### config.mk
export PLATFORM = sky130hd
export DESIGN_NAME = multicycle_control_flat
export DESIGN_NICKNAME = d
export VERILOG_FILES = /design/src/rtl/multicycle_control_if.sv /design/src/rtl/multicycle_control.sv /design/src/flat_wrapper.sv
export SDC_FILE = /design/constraint.sdc
export NUM_CORES = 1
export LEC_CHECK = 0
export ABC_AREA = 1
export CAP_MARGIN = 20
export CORE_MARGIN = 2
export CORE_UTILIZATION = 34
export CTS_CLUSTER_SIZE = 40
export DETAILED_ROUTE_END_ITERATION = 10
export GPL_TIMING_DRIVEN = 0
export PLACE_DENSITY = 0.63
export SETUP_SLACK_MARGIN = 0.2
export SLEW_MARGIN = 20
export SYNTH_ARGS = -nofsm -noshare
export SYNTH_HDL_FRONTEND = slang
export SYNTH_SLANG_ARGS = --single-unit
### constraint.sdc
create_clock -name clk -period 1.78 [get_ports clk]
set_input_delay 0.534 -clock clk [delete_from_list [all_inputs] [get_ports clk]]
set_output_delay 0.534 -clock clk [all_outputs]
set_load 0.005 [all_outputs]
### src/rtl/multicycle_control_if.sv
// Control bundle between the multicycle controller and the datapath.
// master = controller side, slave = datapath side.
interface multicycle_control_if;
    logic [3:0] opcode;
    logic       cond;
    logic       IorD;
    logic       memw;
    logic       regw;
    logic       pcw;
    logic       srw;
    logic [1:0] aluop;
    logic [1:0] regop;
    logic [1:0] aluSrcA;
    logic [1:0] aluSrcB;
    logic       compcodew;

    modport master (
        input  opcode, cond,
        output IorD, memw, regw, pcw, srw, aluop, regop, aluSrcA, aluSrcB, compcodew
    );

    modport slave (
        output opcode, cond,
        input  IorD, memw, regw, pcw, srw, aluop, regop, aluSrcA, aluSrcB, compcodew
    );
endinterface

### src/rtl/multicycle_control.sv
// Multicycle instruction sequencer: FETCH/DECODE/execute/memory/writeback control FSM.
// Latency 2-5 cycles per instruction; Moore outputs except BRANCH pcw (follows cond).
// No backpressure; CTRL_DEBUG_EN adds dbg_state/dbg_illegal ports.
module multicycle_control (
    input  logic                 clk,
    input  logic                 rst_n,
    multicycle_control_if.master bus
`ifdef CTRL_DEBUG_EN
    ,
    output logic [3:0]           dbg_state,
    output logic                 dbg_illegal
`endif
);
    localparam logic [3:0] S_FETCH  = 4'd0;
    localparam logic [3:0] S_DECODE = 4'd1;
    localparam logic [3:0] S_MEMADR = 4'd2;
    localparam logic [3:0] S_MEMRD  = 4'd3;
    localparam logic [3:0] S_MEMWB  = 4'd4;
    localparam logic [3:0] S_MEMWR  = 4'd5;
    localparam logic [3:0] S_EXEC   = 4'd6;
    localparam logic [3:0] S_ALUWB  = 4'd7;
    localparam logic [3:0] S_CMP    = 4'd8;
    localparam logic [3:0] S_BRANCH = 4'd9;
    localparam logic [3:0] S_JUMP   = 4'd10;
    localparam logic [3:0] S_LI     = 4'd11;

    localparam logic [3:0] OP_LW   = 4'b0000;
    localparam logic [3:0] OP_SW   = 4'b0001;
    localparam logic [3:0] OP_LI   = 4'b0010;
    localparam logic [3:0] OP_ADDI = 4'b0011;
    localparam logic [3:0] OP_ADD  = 4'b0100;
    localparam logic [3:0] OP_SUB  = 4'b0101;
    localparam logic [3:0] OP_AND  = 4'b0110;
    localparam logic [3:0] OP_OR   = 4'b0111;
    localparam logic [3:0] OP_CMP  = 4'b1000;
    localparam logic [3:0] OP_BR   = 4'b1001;
    localparam logic [3:0] OP_JMP  = 4'b1010;

    logic [3:0] state;
    logic [3:0] state_nxt;
    logic [3:0] op_q;

    always_ff @(posedge clk or negedge rst_n) begin
        if (!rst_n) begin
            state <= S_FETCH;
            op_q  <= 4'b0000;
        end else begin
            state <= state_nxt;
            if (state == S_DECODE)
                op_q <= bus.opcode;
        end
    end

    // DECODE steers on the live opcode; later states use the latched copy.
    always_comb begin
        state_nxt = S_FETCH;
        case (state)
            S_FETCH:  state_nxt = S_DECODE;
            S_DECODE: begin
                case (bus.opcode)
                    OP_LW, OP_SW:                          state_nxt = S_MEMADR;
                    OP_ADDI, OP_ADD, OP_SUB, OP_AND, OP_OR: state_nxt = S_EXEC;
                    OP_CMP:                                state_nxt = S_CMP;
                    OP_BR:                                 state_nxt = S_BRANCH;
                    OP_JMP:                                state_nxt = S_JUMP;
                    OP_LI:                                 state_nxt = S_LI;
                    default:                               state_nxt = S_FETCH;
                endcase
            end
            S_MEMADR: state_nxt = (op_q == OP_LW) ? S_MEMRD : S_MEMWR;
            S_MEMRD:  state_nxt = S_MEMWB;
            S_EXEC:   state_nxt = S_ALUWB;
            default:  state_nxt = S_FETCH;
        endcase
    end

    logic       iord_c, memw_c, regw_c, pcw_c, srw_c, ccw_c;
    logic [1:0] aluop_c, regop_c, srca_c, srcb_c;

    // Outputs are forced low while reset is held, even though FETCH is the reset state.
    always_comb begin
        iord_c  = 1'b0;
        memw_c  = 1'b0;
        regw_c  = 1'b0;
        pcw_c   = 1'b0;
        srw_c   = 1'b0;
        ccw_c   = 1'b0;
        aluop_c = 2'b00;
        regop_c = 2'b00;
        srca_c  = 2'b00;
        srcb_c  = 2'b00;
        if (rst_n) begin
            case (state)
                S_FETCH: begin
                    srcb_c = 2'b01;
                    pcw_c  = 1'b1;
                end
                S_MEMADR: begin
                    srca_c = 2'b01;
                    srcb_c = 2'b10;
                end
                S_MEMRD:  iord_c = 1'b1;
                S_MEMWB: begin
                    regw_c  = 1'b1;
                    regop_c = 2'b01;
                end
                S_MEMWR: begin
                    iord_c = 1'b1;
                    memw_c = 1'b1;
                end
                S_EXEC: begin
                    srca_c = 2'b01;
                    srw_c  = 1'b1;
                    srcb_c = (op_q == OP_ADDI) ? 2'b10 : 2'b00;
                    case (op_q)
                        OP_SUB:  aluop_c = 2'b01;
                        OP_AND:  aluop_c = 2'b10;
                        OP_OR:   aluop_c = 2'b11;
                        default: aluop_c = 2'b00;
                    endcase
                end
                S_ALUWB:  regw_c = 1'b1;
                S_CMP: begin
                    srca_c  = 2'b01;
                    aluop_c = 2'b01;
                    srw_c   = 1'b1;
                    ccw_c   = 1'b1;
                end
                S_BRANCH: begin
                    srcb_c = 2'b10;
                    pcw_c  = bus.cond;
                end
                S_JUMP: begin
                    srca_c = 2'b10;
                    srcb_c = 2'b10;
                    pcw_c  = 1'b1;
                end
                S_LI: begin
                    regw_c  = 1'b1;
                    regop_c = 2'b10;
                end
                default: ;
            endcase
        end
    end

    assign bus.IorD      = iord_c;
    assign bus.memw      = memw_c;
    assign bus.regw      = regw_c;
    assign bus.pcw       = pcw_c;
    assign bus.srw       = srw_c;
    assign bus.aluop     = aluop_c;
    assign bus.regop     = regop_c;
    assign bus.aluSrcA   = srca_c;
    assign bus.aluSrcB   = srcb_c;
    assign bus.compcodew = ccw_c;

`ifdef CTRL_DEBUG_EN
    assign dbg_state   = state;
    assign dbg_illegal = (state == S_DECODE) && (bus.opcode > OP_JMP);
`endif
endmodule

### src/flat_wrapper.sv
// flat-port wrapper written by rule: the top's interface ports become plain ports
module multicycle_control_flat 
  (clk, rst_n, bus_opcode, bus_cond, bus_IorD, bus_memw, bus_regw, bus_pcw, bus_srw, bus_aluop, bus_regop, bus_aluSrcA, bus_aluSrcB, bus_compcodew);
  multicycle_control_if bus_i ();
  input  logic clk;
  input  logic rst_n;
  input wire logic [$bits(bus_i.opcode)-1:0] bus_opcode;
  input wire logic [$bits(bus_i.cond)-1:0] bus_cond;
  output wire logic [$bits(bus_i.IorD)-1:0] bus_IorD;
  output wire logic [$bits(bus_i.memw)-1:0] bus_memw;
  output wire logic [$bits(bus_i.regw)-1:0] bus_regw;
  output wire logic [$bits(bus_i.pcw)-1:0] bus_pcw;
  output wire logic [$bits(bus_i.srw)-1:0] bus_srw;
  output wire logic [$bits(bus_i.aluop)-1:0] bus_aluop;
  output wire logic [$bits(bus_i.regop)-1:0] bus_regop;
  output wire logic [$bits(bus_i.aluSrcA)-1:0] bus_aluSrcA;
  output wire logic [$bits(bus_i.aluSrcB)-1:0] bus_aluSrcB;
  output wire logic [$bits(bus_i.compcodew)-1:0] bus_compcodew;
  assign bus_i.opcode = bus_opcode;
  assign bus_i.cond = bus_cond;
  assign bus_IorD = bus_i.IorD;
  assign bus_memw = bus_i.memw;
  assign bus_regw = bus_i.regw;
  assign bus_pcw = bus_i.pcw;
  assign bus_srw = bus_i.srw;
  assign bus_aluop = bus_i.aluop;
  assign bus_regop = bus_i.regop;
  assign bus_aluSrcA = bus_i.aluSrcA;
  assign bus_aluSrcB = bus_i.aluSrcB;
  assign bus_compcodew = bus_i.compcodew;
  multicycle_control u_core (.clk(clk), .rst_n(rst_n), .bus(bus_i));
endmodule
==> metrics, run 1 <==
Max IR drop VDD 0.793 mV; Die Ht 46.3 um; CP cell instances inv_2 > nand2_2 > nor2_4 > buf_6 > nand2_2 > a21oi_1 > buf_2; worst clock skew 0.00117 ns; hold_buf cts 0; post-synthesis xor/xnor area fraction 0%; Layout area overhead 96.5%; Tot GR Track Use 24.5%; number of port buffers 20; Pre-antenna DRT Iters 4; power per cell area 1540 mW/mm2; register area share after synthesis 32.9%; Post-Synth Simple-Gate Area 46.8%; compound-gate portion of the synthesized area 11.1%; DR vias 840; HP Class in -> async; first-pass GRT wire length 3600 um; Post-DRT Antenna Nets 0; multiplexer area fraction after synthesis 0%; vias in the first global route 765; end-of-flow core utilization 70.1%; run status finished with violations; Final period util 108%; CP max FO 3; post-synthesis adder-cell area fraction 0%; Synth cell types 17; RSZ-0062 raised after global routing yes; Detailed Route Iter0 Violations 20; cell taking the most area after synthesis dfrtp_1; Inst Count DP 141; Rel. slew slack 79.7%; Num CTS Buffers 3; Post-synth EDFFs 0; cell mode on critical path nand2_2; total wire length 2470 um; die area 0.00215 mm2; post-layout min period 1.92 ns; clock root buffer clkbuf_4; violated checks negative setup slack; Post-Syn Nets 103; Yosys reg bits 8; power after layout 1.84 mW; post-DP HPWL 1080 um; Initial Utilization 35.7%; Clock Tree Buf Depth 2; # IOs 21; max frequency 0.521 GHz; Gate Count Post-Synth 96; Core Box Area 0.00171 mm2; layout cells sized above 1 60.5%; initial antenna violation count 0; clock sink total 8; Antenna diodes 0; Synth Flop Type dfrtp_1; syn avg cell area 6.35 um2; CTS tree built; FF/Latch Area 204 um2; slowest CP cell dfrtp_1; die width 46.3 um; Synth Cell Area 609 um2; reg2reg path depth 14; routed length per placed instance 14.4 um; num rows 15; Hold Fails Final Rpt 0; Hold Worst Slack 0.105 ns; pre-CTS setup slack -1.16 ns; top cell type's share of synthesized area 32.9%; Pleak 0.614 nW; critical path's largest stage delay 0.42 ns; Synth warnings 0; Filler cells 114; Final nets 156; Critical Path Sink Type output pin; Worst EP required 1.25 ns; Max Slew Vio Count 0; Startpoint Class flop; Post-Layout Cell Count 172; vias per inst 4.88; CP arrival 1.39 ns; Residual DRC 0; H-tree depth 1; largest family of logic cells by synthesized area simple AND/OR/NAND/NOR gates; largest net degree at the start of global routing 16; setup ws final -0.141 ns; top post-synthesis cells by area dfrtp_1 33%, nand2_1 16%, nor2_1 11%; final setup vio count 11; ys async rst share 100%; clk slew on worst S/H paths 0.05 ns; worst skew pair latency 0.25 ns; max-cap violations 0; GPL Wtd Cong 0.742; worst-margin pin slew 0.301 ns; Setup CP Type reg -> out; grt ovf 0; footprint of the multi-input gates 485 um2
state kept, by name (all words and copies together) (netlist names):
| register | cells |
|---|---|
| u_core.state | 4 |
| u_core.op_q | 4 |
cell usage after synthesis (2+ instances only):
master   instances
o21ai_2          2
nand2_1         26
inv_2            2
nand3_1         12
nor2_1          18
dfrtp_1          8
nand2_2          2
o21ai_0          5
inv_1           13
per-stage QoR:
| step | area, um2 | setup TNS, ns |
|---|---|---|
| 4_1_cts | 1130 | -0.326 |
| 5_1_grt | 1200 | -1.55 |
| 3_5_place_dp | 841 | -14.85 |
| 2_1_floorplan | 609 | 0 |
| 6_report | 1200 | -0.870 |
| 3_3_place_gp | 841 | -14.70 |
where the power goes:
group          switching (mW)  internal [mW]  total [mW]
Clock                  0.0586         0.0770       0.136
Combinational           0.674          0.656        1.33
Sequential              0.111          0.267       0.378
critical path: cells and delay by family (launching register included):
family	cells	cell delay, ns
compound gates	1	0.11
simple gates	3	0.26
flops	1	0.42
buf+inv	3	0.35
worst paths after layout:
path,startpoint,endpoint,slack (ns)
max,u_core.state[3],bus_aluSrcB[1],-0.14
min,rst_n,u_core.op_q[3],0.11
max reg2reg,u_core.state[3],u_core.state[0],-0.10
min reg2reg,u_core.op_q[0],u_core.op_q[0],0.56
max in group asynchronous,rst_n,u_core.state[0],1.50
min in group clk,u_core.op_q[0],u_core.op_q[0],0.56
what timing repair did:
item                                    4_1_cts  5_1_grt
endpoints found under the hold margin         0        0
buffers inserted                             24        4
gates resized for setup                     113       11
endpoints found under the setup margin       14       15
pin swaps                                    13        8
kinds of logic after synthesis:
logic type | Yosys count
and+or+nand+nor | 62
DFF | 8
buffers and inverters | 15
AOI/OAI and AO/OA | 11
layout make-up:
type,count,share of cell area [%]
multi-input cells,73,40.5
well taps,25,2.61
repair buffers,48,33.2
clock buffers,3,1.88
inverters,15,4.70
flip-flops and latches,8,17.0
cell usage in the layout (no fill, tap or decap):
cell type,n
a21oi_1,1
a21oi_2,1
buf_2,14
buf_4,13
buf_6,16
clkbuf_4,3
clkdlybuf4s50_1,5
dfrtp_1,5
dfrtp_2,3
inv_1,7
inv_2,8
nand2_1,16
nand2_2,9
nand2_4,4
nand3_1,10
nand3_4,2
nor2_1,9
nor2_2,3
nor2_4,7
nor2_8,1
nor3_2,1
o21ai_0,3
o21ai_1,2
o21ai_2,3
o22ai_2,1
layer usage:
metal / global-route usage (%) / part of all wire, % / wire (um)
met5: 0 / 0 / 0
met3: 5.10 / 4.3 / 106
met1: 26.3 / 39 / 974
met2: 42.8 / 52 / 1300
met4: 16.0 / 3.8 / 95
Note: power is estimated with default switching activity, not from simulation.
==> run 2: changes to the inputs <==
- CORE_UTILIZATION: 34 -> 43
- PLACE_DENSITY: 0.63 -> 0.77
==> run 2 against run 1 <==
The run still ends with negative setup slack left. Sequential share of layout area increased by 1.3 points. Register-to-register slack improved by 0.03 ns. First-iteration DRC count increased by 70%. Combinational power decreased by 11%. Wire length decreased by 7.0%. Final area decreased by 7.1%. Setup slack got worse by 0.028 ns. Total power decreased by 6.9%. Clock-buffer cell count unchanged. Worst hold slack got worse by 0.011 ns. Critical path type unchanged.
==> metrics, run 2 (synthesis results as in run 1) <==
Internal 0.919 mW; routed length per placed instance 14.8 um; power per cell area 1540 mW/mm2; Pre-antenna DRT Iters 4; # IOs 21; Pleak 0.572 nW; met3 Use GR 3.48%; DR vias 819; vias per inst 5.28; Max Slew Vio Count 0; Final period util 109%; family with the most delay on the worst path flip-flops; Rel. slew slack 77.9%; Clk pwr share 8.3%; Startpoint Class flop; run status finished with violations; Inst Count DP 131; die area 0.00173 mm2; critical path's largest stage delay 0.48 ns; met1 Resource Use GR 31.3%; Antenna diodes 0; FF-to-FF Start u_core.state[3]; met2 GRT Util 44.4%; Setup CP Type reg -> out; clk slew on worst S/H paths 0.05 ns; Post-DRT Antenna Nets 0; CP cell instances inv_2 > nand2_4 > buf_6 > nor2_2 > nor2_1 > a21oi_2 > buf_2; post-route cell area 0.00111 mm2; RSZ-0062 raised after global routing yes; clock sink total 8; Initial Utilization 46.2%; reg2reg path depth 14; post-DP HPWL 1100 um; GPL Wtd Cong 0.759; Clock Tree Buf Depth 2; hold_buf cts 0; violated checks negative setup slack; clock root buffer clkbuf_4; Seq pwr share 22.4%; busiest grt layer met2; largest net degree at the start of global routing 16; commonest non-fill, non-tap cell in the layout nand2_1; commonest non-fill, non-tap cells in the layout 17 x nand2_1, 13 x buf_6, 10 x nand3_1; Tot GR Track Use 25.9%; worst-margin pin slew 0.328 ns; grt ovf 0; Comb pwr share 69.3%; Psw 0.797 mW; vias in the first global route 715; r2r endpoint u_core.state[0]; slowest CP cell dfrtp_2; initial antenna violation count 0; Filler cells 74; first-pass GRT wire length 3370 um; layout cells sized above 1 57.9%; H-tree depth 1; pre-CTS setup slack -1.13 ns; Residual DRC 0; HP Class in -> async; total wire length 2300 um; post-layout min period 1.95 ns; max-cap violations 0; worst skew pair latency 0.26 ns; Max IR drop VDD 0.981 mV; Die Ht 41.6 um; Hold Fails Final Rpt 0; Layout area overhead 82.5%; Post-Layout Cell Count 155; final setup vio count 10; Critical Path Stages 7; number of port buffers 20; WP buf/inv 3; worst reg2reg setup slack -0.07 ns; Detailed Route Iter0 Violations 34; Final nets 149; CP max FO 6; switching share of total power 46.4%; max frequency 0.513 GHz; DP Area 828 um2; worst clock skew 0.00202 ns; Core Box Area 0.00132 mm2; setup ws final -0.168 ns; num rows 13; die width 41.6 um; Num CTS Buffers 3; Critical Path Sink Type output pin; CTS tree built; setup TNS -0.920 ns; CP arrival 1.41 ns; top flop regs u_core.op_q (4), u_core.state (4); Worst EP required 1.25 ns
[run 2: repair_timing]
item                       in CTS  in global routing
setup endpoints to repair      14                 15
buffers inserted               19                  2
gates resized for setup        79                 37
pin swaps                       8                  9
[run 2: worst max-delay path by stage]
| stage | start | to |
|---|---|---|
| floorplan | u_core.state[0] | bus_aluSrcB[1] |
| global placement | rst_n | bus_regw |
| detailed placement | rst_n | bus_IorD |
| CTS | u_core.state[0] | bus_aluSrcB[1] |
| global route | u_core.state[0] | bus_aluSrcB[1] |
| finish | u_core.state[0] | bus_aluSrcB[1] |
[run 2: per-stage QoR]
step	util [%]	hold WS [ns]	total power, mW
2_1_floorplan	-	0.238	0.754
3_3_place_gp	62.9	0.533	0.938
3_5_place_dp	62.9	0.551	0.956
4_1_cts	79.4	0.0798	1.48
5_1_grt	84.4	0.0761	1.83
6_report	84.4	0.0945	1.72
[run 2: power by group through the flow]
stage / clock network, mW / registers, mW / logic [mW]
after floorplan: 0 / 0.329 / 0.425
after global placement: 0 / 0.342 / 0.595
after detailed placement: 0 / 0.349 / 0.607
after CTS: 0.146 / 0.359 / 0.973
after global routing: 0.162 / 0.396 / 1.27
final: 0.142 / 0.385 / 1.19
[run 2: per-layer routing]
layer  wire length, um  share of wire, %  up-vias
met4                57               2.5        0
met2              1180                51       44
li1                  -                 -      396
met3               165               7.2        6
met1               895                39      373
met5                 0                 0        -
[run 2: area by class of cell]
| class | instances | area (um2) | share of cell area [%] |
|---|---|---|---|
| Sequential cell | 8 | 204 | 18.3 |
| Timing Repair Buffer | 41 | 334 | 30.0 |
| Clock buffer | 3 | 22.5 | 2.02 |
| Multi-Input combinational cell | 73 | 472 | 42.4 |
| Inverter | 15 | 61.3 | 5.51 |
| Tap cell | 15 | 18.8 | 1.69 |
==> run 3: changes to the inputs <==
- CORE_UTILIZATION: 43 -> 39
- HOLD_SLACK_MARGIN: unset -> 0.02
- PLACE_DENSITY: 0.77 -> 0.73
- clock period: 1.78 -> 1.6 ns (I/O delays scaled with it)
==> run 3 against run 2 <==
The flow still finishes with violations (negative setup slack). Critical path depth is 2 lower. Final area is 7.5% higher. Worst hold slack worse by 0.022 ns. Wire length is 10% higher. Register-to-register slack worse by 0.25 ns. Setup slack worse by 0.16 ns. Clock power is 8% higher. Die area is 9.2% higher. Cell count is 4.5% higher. Largest cell class unchanged.
==> metrics, run 3 (synthesis results as in run 1) <==
Hold Fails Final Rpt 0; commonest non-fill, non-tap cells in the layout 18 x nand2_1, 14 x buf_4, 13 x buf_6; Post-DRT Antenna Nets 0; Die Ht 43.5 um; Layout area overhead 96.3%; Clock Tree Buf Depth 2; Setup CP Type reg -> out; violated checks negative setup slack; Final period util 121%; clk slew on worst S/H paths 0.06 ns; footprint of the multi-input gates 484 um2; Pleak 0.617 nW; largest net degree at the start of global routing 16; CTS tree built; CP arrival 1.45 ns; post-layout min period 1.93 ns; Comb pwr share 73.8%; Residual DRC 0; Max IR drop VDD 1.06 mV; Inst Count DP 132; H-tree depth 1; die area 0.00189 mm2; grt ovf 0; max frequency 0.518 GHz; max-cap violations 0; Internal 1.17 mW; clock root buffer clkbuf_4; vias per inst 5.38; Core Box Area 0.00149 mm2; final setup vio count 15; Tot GR Track Use 26.9%; initial antenna violation count 0; Rel. slew slack 79.0%; worst-margin pin slew 0.311 ns; power after layout 2.15 mW; hold_buf cts 0; GPL Wtd Cong 0.795; Pre-antenna DRT Iters 4; top flop regs u_core.op_q (4), u_core.state (4); setup TNS -3.13 ns; run status finished with violations; num rows 14; Initial Utilization 40.9%; Worst EP required 1.12 ns; Num CTS Buffers 3; commonest non-fill, non-tap cell in the layout nand2_1; Seq pwr share 19.0%; worst skew pair latency 0.26 ns; Filler cells 88; Psw 0.982 mW; Startpoint Class flop; # IOs 21; pre-CTS setup slack -1.24 ns; Antenna diodes 0; number of port buffers 20; vias in the first global route 820; Critical Path Sink Type output pin; routed length per placed instance 15.6 um; RSZ-0062 raised after global routing yes; first-pass GRT wire length 3690 um; Detailed Route Iter0 Violations 40; layout cells sized above 1 58.9%; Max Slew Vio Count 0; total wire length 2540 um; clock sink total 8; power per cell area 1800 mW/mm2; switching share of total power 45.6%; Hold Worst Slack 0.0725 ns; FF/Latch Area 204 um2; setup ws final -0.329 ns; CP max FO 4; HP Class in -> async; DR vias 872; Clk pwr share 7.2%; Final nets 155; worst clock skew 0.00866 ns; post-DP HPWL 1060 um; Post-Layout Cell Count 162; die width 43.5 um
[run 3: cell types whose count changed in the layout (fill, tap and decap cells not counted), sizes merged]
cell,before,now
clkbuf,8,3
clkdlybuf4s15,0,2
buf,31,40
[run 3: per-layer routing]
metal,part of all wire [%],GRT usage (%),vias to the layer above,wire (um)
met5,0,0,-,0
met4,3.6,16.4,0,91
met3,4.8,4.17,10,121
met2,51,46.6,41,1290
met1,41,30.9,416,1030
li1,-,-,405,-
[run 3: timing repair]
action	CTS	global route
buffers inserted	24	3
pin swaps	15	3
resized for setup	101	18
setup endpoints to repair	14	17
[run 3: power by group through the flow]
stage	Sequential (mW)	Combinational, mW	Clock (mW)
after global routing	0.414	1.67	0.168
after CTS	0.386	1.31	0.152
after global placement	0.382	0.665	0
after detailed placement	0.384	0.675	0
final	0.410	1.59	0.154
after floorplan	0.366	0.476	0
[run 3: worst max-delay path, cell delays in order (launching register included)]
cell and delay, ns:
dfrtp_2 0.42, buf_4 0.15, buf_4 0.11, nand3_2 0.13, o22ai_1 0.23, buf_2 0.16
[run 3: path summary, 6_finish.rpt]
kind | depth (start not counted) | start | end | slack (ns)
max in group asynchronous | 1 | rst_n | u_core.state[1] | 1.32
worst max register to register | 14 | u_core.state[2] | u_core.state[0] | -0.32
worst max-delay path | 5 | u_core.state[2] | bus_regw | -0.33
min in group clk | 2 | u_core.op_q[1] | u_core.op_q[1] | 0.57
worst min register to register | 2 | u_core.op_q[1] | u_core.op_q[1] | 0.57
worst min-delay path | 1 | rst_n | u_core.op_q[3] | 0.07
[run 3: per-stage QoR]
step	util (%)	instance area (um2)
detailed placement	56.0	833
finish	80.3	1200
floorplan	-	613
global placement	56.0	833
CTS	76.7	1140
global route	80.3	1200
[run 3: cell type report]
| cell class | count | share of cell area, % |
|---|---|---|
| Timing Repair Buffer | 47 | 33.8 |
| Clock buffer | 3 | 1.88 |
| Inverter | 15 | 5.13 |
| Sequential cell | 8 | 17.1 |
| Tap cell | 16 | 1.67 |
| Multi-Input combinational cell | 73 | 40.5 |
